===== src/rtl/serial_byte_receiver_pkg.sv =====
// ============================================================================
// serial_rx_pkg : shared types and default sizes for the serial byte receiver
// Revision      : 1.0 - initial release
// ============================================================================
`default_nettype none

package serial_rx_pkg;

    localparam int RX_DATA_W = 8;
    localparam int RX_DEPTH  = 16;

    typedef enum logic [1:0] {
        IDLE = 2'd0,
        RECV = 2'd1,
        PUSH = 2'd2
    } rx_state_t;

endpackage

`default_nettype wire


===== src/rtl/serial_byte_receiver_sync_fifo.sv =====
// ============================================================================
// sync_fifo : single-clock first-word-fall-through FIFO
// Revision  : 1.0 - initial release
// ============================================================================
`default_nettype none

module sync_fifo
    import serial_rx_pkg::*;
#(
    parameter int DATA_W = RX_DATA_W,
    parameter int DEPTH  = RX_DEPTH
) (
    input  logic                     clk,
    input  logic                     reset,
    input  logic                     push_i,
    input  logic                     pop_i,
    input  logic [DATA_W-1:0]        wdata_i,
    output logic [DATA_W-1:0]        rdata_o,
    output logic                     empty_o,
    output logic                     full_o,
    output logic [$clog2(DEPTH):0]   count_o
);

    localparam int AW = $clog2(DEPTH);

    logic [DATA_W-1:0] mem_q [DEPTH];
    logic [AW-1:0]     wptr_q;
    logic [AW-1:0]     rptr_q;
    logic [AW:0]       count_q;
    logic              w_pop;
    logic              w_push;

    assign empty_o = (count_q == '0);
    assign full_o  = (count_q == (AW+1)'(DEPTH));
    assign count_o = count_q;
    assign rdata_o = empty_o ? '0 : mem_q[rptr_q];

    // A push into a full FIFO is accepted only when a pop frees a slot on the same edge.
    assign w_pop  = pop_i & ~empty_o;
    assign w_push = push_i & (~full_o | w_pop);

    always_ff @(posedge clk) begin
        if (reset) begin
            wptr_q  <= '0;
            rptr_q  <= '0;
            count_q <= '0;
        end else begin
            if (w_push) wptr_q <= wptr_q + 1'b1;
            if (w_pop)  rptr_q <= rptr_q + 1'b1;
            case ({w_push, w_pop})
                2'b10:   count_q <= count_q + 1'b1;
                2'b01:   count_q <= count_q - 1'b1;
                default: count_q <= count_q;
            endcase
        end
    end

    always_ff @(posedge clk) begin
        if (w_push) mem_q[wptr_q] <= wdata_i;
    end

endmodule

`default_nettype wire


===== src/rtl/serial_byte_receiver.sv =====
// ============================================================================
// serial_byte_receiver : oversampling LSB-first serial-to-byte receiver + FIFO
// Revision             : 1.0 - initial release
// ============================================================================
`default_nettype none

module serial_byte_receiver
    import serial_rx_pkg::*;
#(
    parameter int DATA_W      = RX_DATA_W,
    parameter int DEPTH       = RX_DEPTH,
    parameter int SYNC_STAGES = 2
) (
    input  logic                     clk,
    input  logic                     reset,
    input  logic                     ser_clk_i,
    input  logic                     ser_data_i,
    input  logic                     ser_en_i,
    input  logic                     rd_en_i,
    output logic [DATA_W-1:0]        rd_data_o,
    output logic                     empty_o,
    output logic                     full_o,
    output logic                     overflow_o,
    output logic [$clog2(DEPTH):0]   count_o,
    output logic [15:0]              bytes_rx_o,
    output logic                     busy_o
);

    localparam int BW = (DATA_W > 1) ? $clog2(DATA_W) : 1;

    // Bit order within each stage: {ser_en, ser_data, ser_clk}
    logic [2:0]        sync_q [SYNC_STAGES];
    logic              sclk_prev_q;
    logic              w_sclk;
    logic              w_sdat;
    logic              w_sen;
    logic              w_edge_p;

    rx_state_t         state_q,    state_d;
    logic [BW-1:0]     bit_cnt_q,  bit_cnt_d;
    logic [DATA_W-1:0] sr_q,       sr_d;
    logic [15:0]       bytes_rx_q, bytes_rx_d;
    logic              overflow_q, overflow_d;
    logic              w_push;
    logic              w_pop;

    assign w_sclk   = sync_q[SYNC_STAGES-1][0];
    assign w_sdat   = sync_q[SYNC_STAGES-1][1];
    assign w_sen    = sync_q[SYNC_STAGES-1][2];
    assign w_edge_p = w_sclk & ~sclk_prev_q;

    always_ff @(posedge clk) begin
        if (reset) begin
            for (int i = 0; i < SYNC_STAGES; i++) sync_q[i] <= '0;
            sclk_prev_q <= 1'b0;
        end else begin
            sync_q[0] <= {ser_en_i, ser_data_i, ser_clk_i};
            for (int i = 1; i < SYNC_STAGES; i++) sync_q[i] <= sync_q[i-1];
            sclk_prev_q <= w_sclk;
        end
    end

    assign w_push = (state_q == PUSH);
    assign w_pop  = rd_en_i & ~empty_o;

    always_comb begin
        state_d    = state_q;
        bit_cnt_d  = bit_cnt_q;
        sr_d       = sr_q;
        bytes_rx_d = bytes_rx_q;
        overflow_d = overflow_q;
        case (state_q)
            IDLE: begin
                bit_cnt_d = '0;
                if (w_sen) state_d = RECV;
            end
            RECV: begin
                // Losing the frame enable abandons any partial byte.
                if (!w_sen) begin
                    state_d   = IDLE;
                    bit_cnt_d = '0;
                end else if (w_edge_p) begin
                    sr_d      = {w_sdat, sr_q[DATA_W-1:1]};
                    bit_cnt_d = bit_cnt_q + 1'b1;
                    if (bit_cnt_q == BW'(DATA_W-1)) state_d = PUSH;
                end
            end
            PUSH: begin
                bytes_rx_d = bytes_rx_q + 16'd1;
                if (full_o && !w_pop) overflow_d = 1'b1;
                bit_cnt_d  = '0;
                state_d    = w_sen ? RECV : IDLE;
            end
            default: state_d = IDLE;
        endcase
    end

    always_ff @(posedge clk) begin
        if (reset) begin
            state_q    <= IDLE;
            bit_cnt_q  <= '0;
            sr_q       <= '0;
            bytes_rx_q <= '0;
            overflow_q <= 1'b0;
        end else begin
            state_q    <= state_d;
            bit_cnt_q  <= bit_cnt_d;
            sr_q       <= sr_d;
            bytes_rx_q <= bytes_rx_d;
            overflow_q <= overflow_d;
        end
    end

    sync_fifo #(
        .DATA_W (DATA_W),
        .DEPTH  (DEPTH)
    ) u_fifo (
        .clk     (clk),
        .reset   (reset),
        .push_i  (w_push),
        .pop_i   (rd_en_i),
        .wdata_i (sr_q),
        .rdata_o (rd_data_o),
        .empty_o (empty_o),
        .full_o  (full_o),
        .count_o (count_o)
    );

    assign overflow_o = overflow_q;
    assign bytes_rx_o = bytes_rx_q;
    assign busy_o     = (state_q == RECV);

endmodule

`default_nettype wire


===== config.mk =====
export PLATFORM = sky130hd
export DESIGN_NAME = serial_byte_receiver
export DESIGN_NICKNAME = d
export VERILOG_FILES = /design/src/rtl/serial_byte_receiver_pkg.sv /design/src/rtl/serial_byte_receiver_sync_fifo.sv /design/src/rtl/serial_byte_receiver.sv
export SDC_FILE = /design/constraint.sdc
export NUM_CORES = 1
export LEC_CHECK = 0
export CAP_MARGIN = 20
export CORE_MARGIN = 2
export CORE_UTILIZATION = 45
export DETAILED_ROUTE_END_ITERATION = 10
export PLACE_DENSITY = 0.7
export SYNTH_ARGS = -nofsm -noshare
export SYNTH_HDL_FRONTEND = slang
export SYNTH_SLANG_ARGS = --single-unit

===== constraint.sdc =====
create_clock -name clk -period 2.5 [get_ports clk]
set_input_delay 0.5 -clock clk [delete_from_list [all_inputs] [get_ports clk]]
set_output_delay 0.5 -clock clk [all_outputs]
set_load 0.01 [all_outputs]

==> results.txt <==
The worst setup path is captured at an output port. The cell family contributing the most delay on the critical path is multiplexers. The post-synthesis mux area share came out at 0.128. The pre-CTS setup slack is -0.206 ns. In this run the deepest clock path goes through 2 buffers. The required time of the critical path is 2.00 ns. The cell sitting at the root of the clock tree is a clkbuf_16. The clock insertion delay at the later pin of the skew report is 0.42 ns. In this run the critical register-to-register path is captured at u_fifo.count_o[4]. The tightest min-delay check is of the reg2reg type. The async set or reset register ratio after synthesis is 0. The checks that failed: negative setup slack.

The worst hold path cell count came out at 1. In this run the mean area of a mapped cell was ~16 um^2. The kind of start point of the critical path is a register. The final-report hold violation count was 0.

The number of antenna-violating nets in the routed design is 0. The area fraction of the dominant cell type after synthesis came out at 0.527. Summed over all instances, the cell type with the most area after synthesis is edfxtp_1. The die extent in x came out at 131 um.

Setup repair after global routing could not meet its margin everywhere. The placer congestion estimate came out at 0.837. For this design, the slowest cell found on the critical path is mux4_2. The number of design-rule violations left by the first detailed-router iteration came out at 273. The register-to-register setup slack is 0.18 ns. The worst relative slew slack is 0.494.

The total wirelength of the detailed-routed design is 14200 um. The area fraction in compound gates after synthesis came out at 0.0376. In this run the worst path has a maximum fanout of 5.

The clock-pin slew on the worst setup and hold paths came out at 0.06 ns. The simple-gate share of the synthesized area is 0.0942. The startpoint identified for the worst register-to-register timing path is u_fifo.count_o[3]. The height of the chip is 131 um. During synthesis, Yosys emitted a total of 0 warnings. The maximum level of the CTS H-tree came out at 4. The number of placement rows came out at 46. The post-route cell area is around 9000 um^2. For this design the top-level I/O count stands at 39.

The adder-cell share of the synthesized area came out at 0.0216. For this run, the register share of the synthesized area comes to 0.675. The mapped netlist covers 7290 um^2. Walking the worst path, the cells encountered are buf_12, mux4_2, nor2b_1, a211oi_2, a211oi_1, buf_2. The initial cell density of the core came out at 0.459. In the post-route analysis, the smallest setup slack over all paths is -0.103 ns. The initial antenna violation count is 0. TritonCTS built the clock tree. The tool flagged a number of max-cap violations equal to 0. Among all flip-flop cells after synthesis, the most frequent one is edfxtp_1.

Clock skew on the completed layout was measured at ~0.0068 ns. The power density relative to cell area came out at 807 nW/um^2. For this design the static power due to leakage is roughly 0.0032 uW.

The final route contains slightly above 4k vias. The count of final max-slew check failures came to 0. The classification of the worst setup path is reg2out. The run finished, with violations left. For this run, the detailed router's first-pass iteration total came to 4. The count of different cell masters after synthesis is 45. In the final layout, the share of cells above drive strength 1 is 0.258. The largest net degree at the start of global routing is 42.

The worst-margin pin slew came out at around 0.76 ns. The estimated wirelength of the detail-placed design is approximately 9200 um. The buffer and inverter count on the worst path is 2. By area the synthesized netlist is led by edfxtp_1 (53%), dfxtp_1 (15%), mux4_2 (9.9%), mux2i_1 (2.9%), nor2_1 (2.6%).

The arrival time at the worst endpoint came out at between 2 and 2.5 ns. The core region is between 15000 and 20000 um^2. The number of flops mapped to enable cells by yosys is between 100 and 150.

The cell count along the critical path is 6. IR analysis of the VDD net gives a maximum drop of 510 uV. The post-route clock period utilization is 1.04. The first global-routing pass estimated ~23000 um of wire.

The area growth from synthesis to final layout came out at 23.3%. The die footprint is 17200 um^2. 0 antenna diodes ended up in the layout. For this run, design rule violations remaining after detail routing come to 0. The post-synth net total came out at 488. By area, the combinational part of the netlist is dominated by multiplexers.

At the end of the flow, the number of nets in the layout was 575. The power consumption came out at ~7300 uW. The total global routing overflow is 0.

The total routing resource utilization after global routing is 0.171. The number of global-route vias before repair came out at ~4.2k. The routed via count divided by cell count came out at about 5.2. Setup violations remaining at the end of the flow were counted as 7. In the synthesized netlist, the number of instances is 470. The achievable frequency is 0.384 GHz.

On the worst path, the slowest cell contributes a delay of 0.50 ns. The clock period minus worst slack came out at between 2 and 3 ns. The count of state elements after synthesis is approximately 180. The total of buffers placed on input and output ports came out at 38.

The worst hold path terminates at sync_q[0][3]. The start point of the worst hold path is sync_q[0][0]. The average wire per cell in the routed design came out at ~18 um. The xor/xnor share of the synthesized area is 0.0240. After routing, the total negative slack on setup checks comes to -0.291 ns. Counting the buffers created by CTS gives 17. Counting cells, the worst reg-to-reg path comes to 11. Across all hold checks on the routed design, the worst slack comes to approximately 0.45 ns. The sink count of the clock tree is roughly 180. Summing all placed instances gives a cell area of 8240 um^2.
## cell usage after synthesis (all sizes together) (4+ instances only)
cell / instances
o21ai: 4
nand3: 8
nor3: 6
buf: 13
nand2b: 6
edfxtp: 128
a21oi: 11
clkbuf: 10
ha: 11
nor2: 50
nor2b: 20
inv: 7
xor2: 11
or3: 5
dfxtp: 54
nand2: 18
a211oi: 17
mux4: 32
and3: 4
mux2i: 21
xnor2: 9
nand4: 6
## final cells by class
class	instances	area [um^2]
Multi-Input combinational cell	257	2340
Fill cell	1235	6900
Clock inverter	11	134
Timing Repair Buffer	91	848
Clock buffer	20	437
Inverter	8	31.3
Sequential cell	182	4930
Tap cell	216	270
## worst register-to-register path: cells and delay by family, from the launching register on
family,cells,cell delay [ns]
adders and majority gates,1,0.30
buffers and inverters,2,0.25
AOI/OAI and AO/OA,3,0.40
DFF,1,0.34
and+or+nand+nor,5,0.89
## cell usage in the layout, fill, tap and decap left out, types with 4 or more instances in the layout
cell type and count:
inv_1 7, buf_12 6, a211oi_1 6, nand2_1 18
mux2i_1 18, ha_1 11, a21oi_1 11, clkbuf_16 17
buf_2 9, or3_1 5, xnor2_1 9, mux4_2 32
buf_4 42, nor2b_1 14, nand2b_1 6, dfxtp_1 52
o21ai_0 4, a211oi_2 10, edfxtp_1 128, nand3_1 8
nor3_1 6, nand4_1 5, clkdlybuf4s50_1 27, nor2b_4 5
xor2_1 11, nor2_1 50
## worst max path at each step
stage                           start           endpoint  slack [ns]
CTS                          register       rd_data_o[7]       -0.10
floorplan           u_fifo.count_o[0]  u_fifo.count_o[4]        0.18
global route                 register       rd_data_o[1]       -0.14
finish                       register       rd_data_o[1]       -0.10
detailed placement            rd_en_i  u_fifo.count_o[4]       -0.21
global placement              rd_en_i  u_fifo.count_o[4]       -0.16
## stage by stage
step | utilization | cells
after floorplan | - | 470
after global placement | 0.519 | 749
after detailed placement | 0.519 | 749
after CTS | 0.563 | 783
after global routing | 0.566 | 785
final | 0.566 | 785
## kinds of logic after synthesis
kind of cell,after synthesis
flops,182
simple gates,132
fa+ha+maj,12
xor+xnor,20
compound gates,40
buf+inv,31
mux,53
## sequential cells by signal (all words and copies together) (netlist names), 3 cells and up, named ones only
signal and count:
sync_q 6, u_fifo.rptr_q 4, u_fifo.mem_q 128, u_fifo.wptr_q 4, sr_q 8, u_fifo.count_o 5, bit_cnt_q 3, bytes_rx_o 16
## where the power goes
part           leakage (uW)  total, uW  switching [uW]  internal, uW
Combinational       0.00128       1400             659           743
Clock              0.000276       2570            1020          1550
Sequential          0.00162       3280            47.0          3230
## metal layers
| metal | track usage | up-vias | part of all wire |
|---|---|---|---|
| met4 | 0.0531 | 0 | 0.012 |
| met5 | 0 | - | 0 |
| met3 | 0.0436 | 13 | 0.058 |
| met2 | 0.280 | 121 | 0.50 |
| li1 | - | 1947 | - |
| met1 | 0.227 | 2034 | 0.43 |
## what timing repair did
item | in CTS | in global routing
cloned | 1 | 0
gates resized for setup | 64 | 5
pin swaps | 13 | 7
hold buffers | 0 | 0
buffers inserted | 2 | 2
endpoints found under the setup margin | 9 | 10
endpoints found under the hold margin | 0 | 0
No activity file was read; power rests on OpenSTA's default activity.
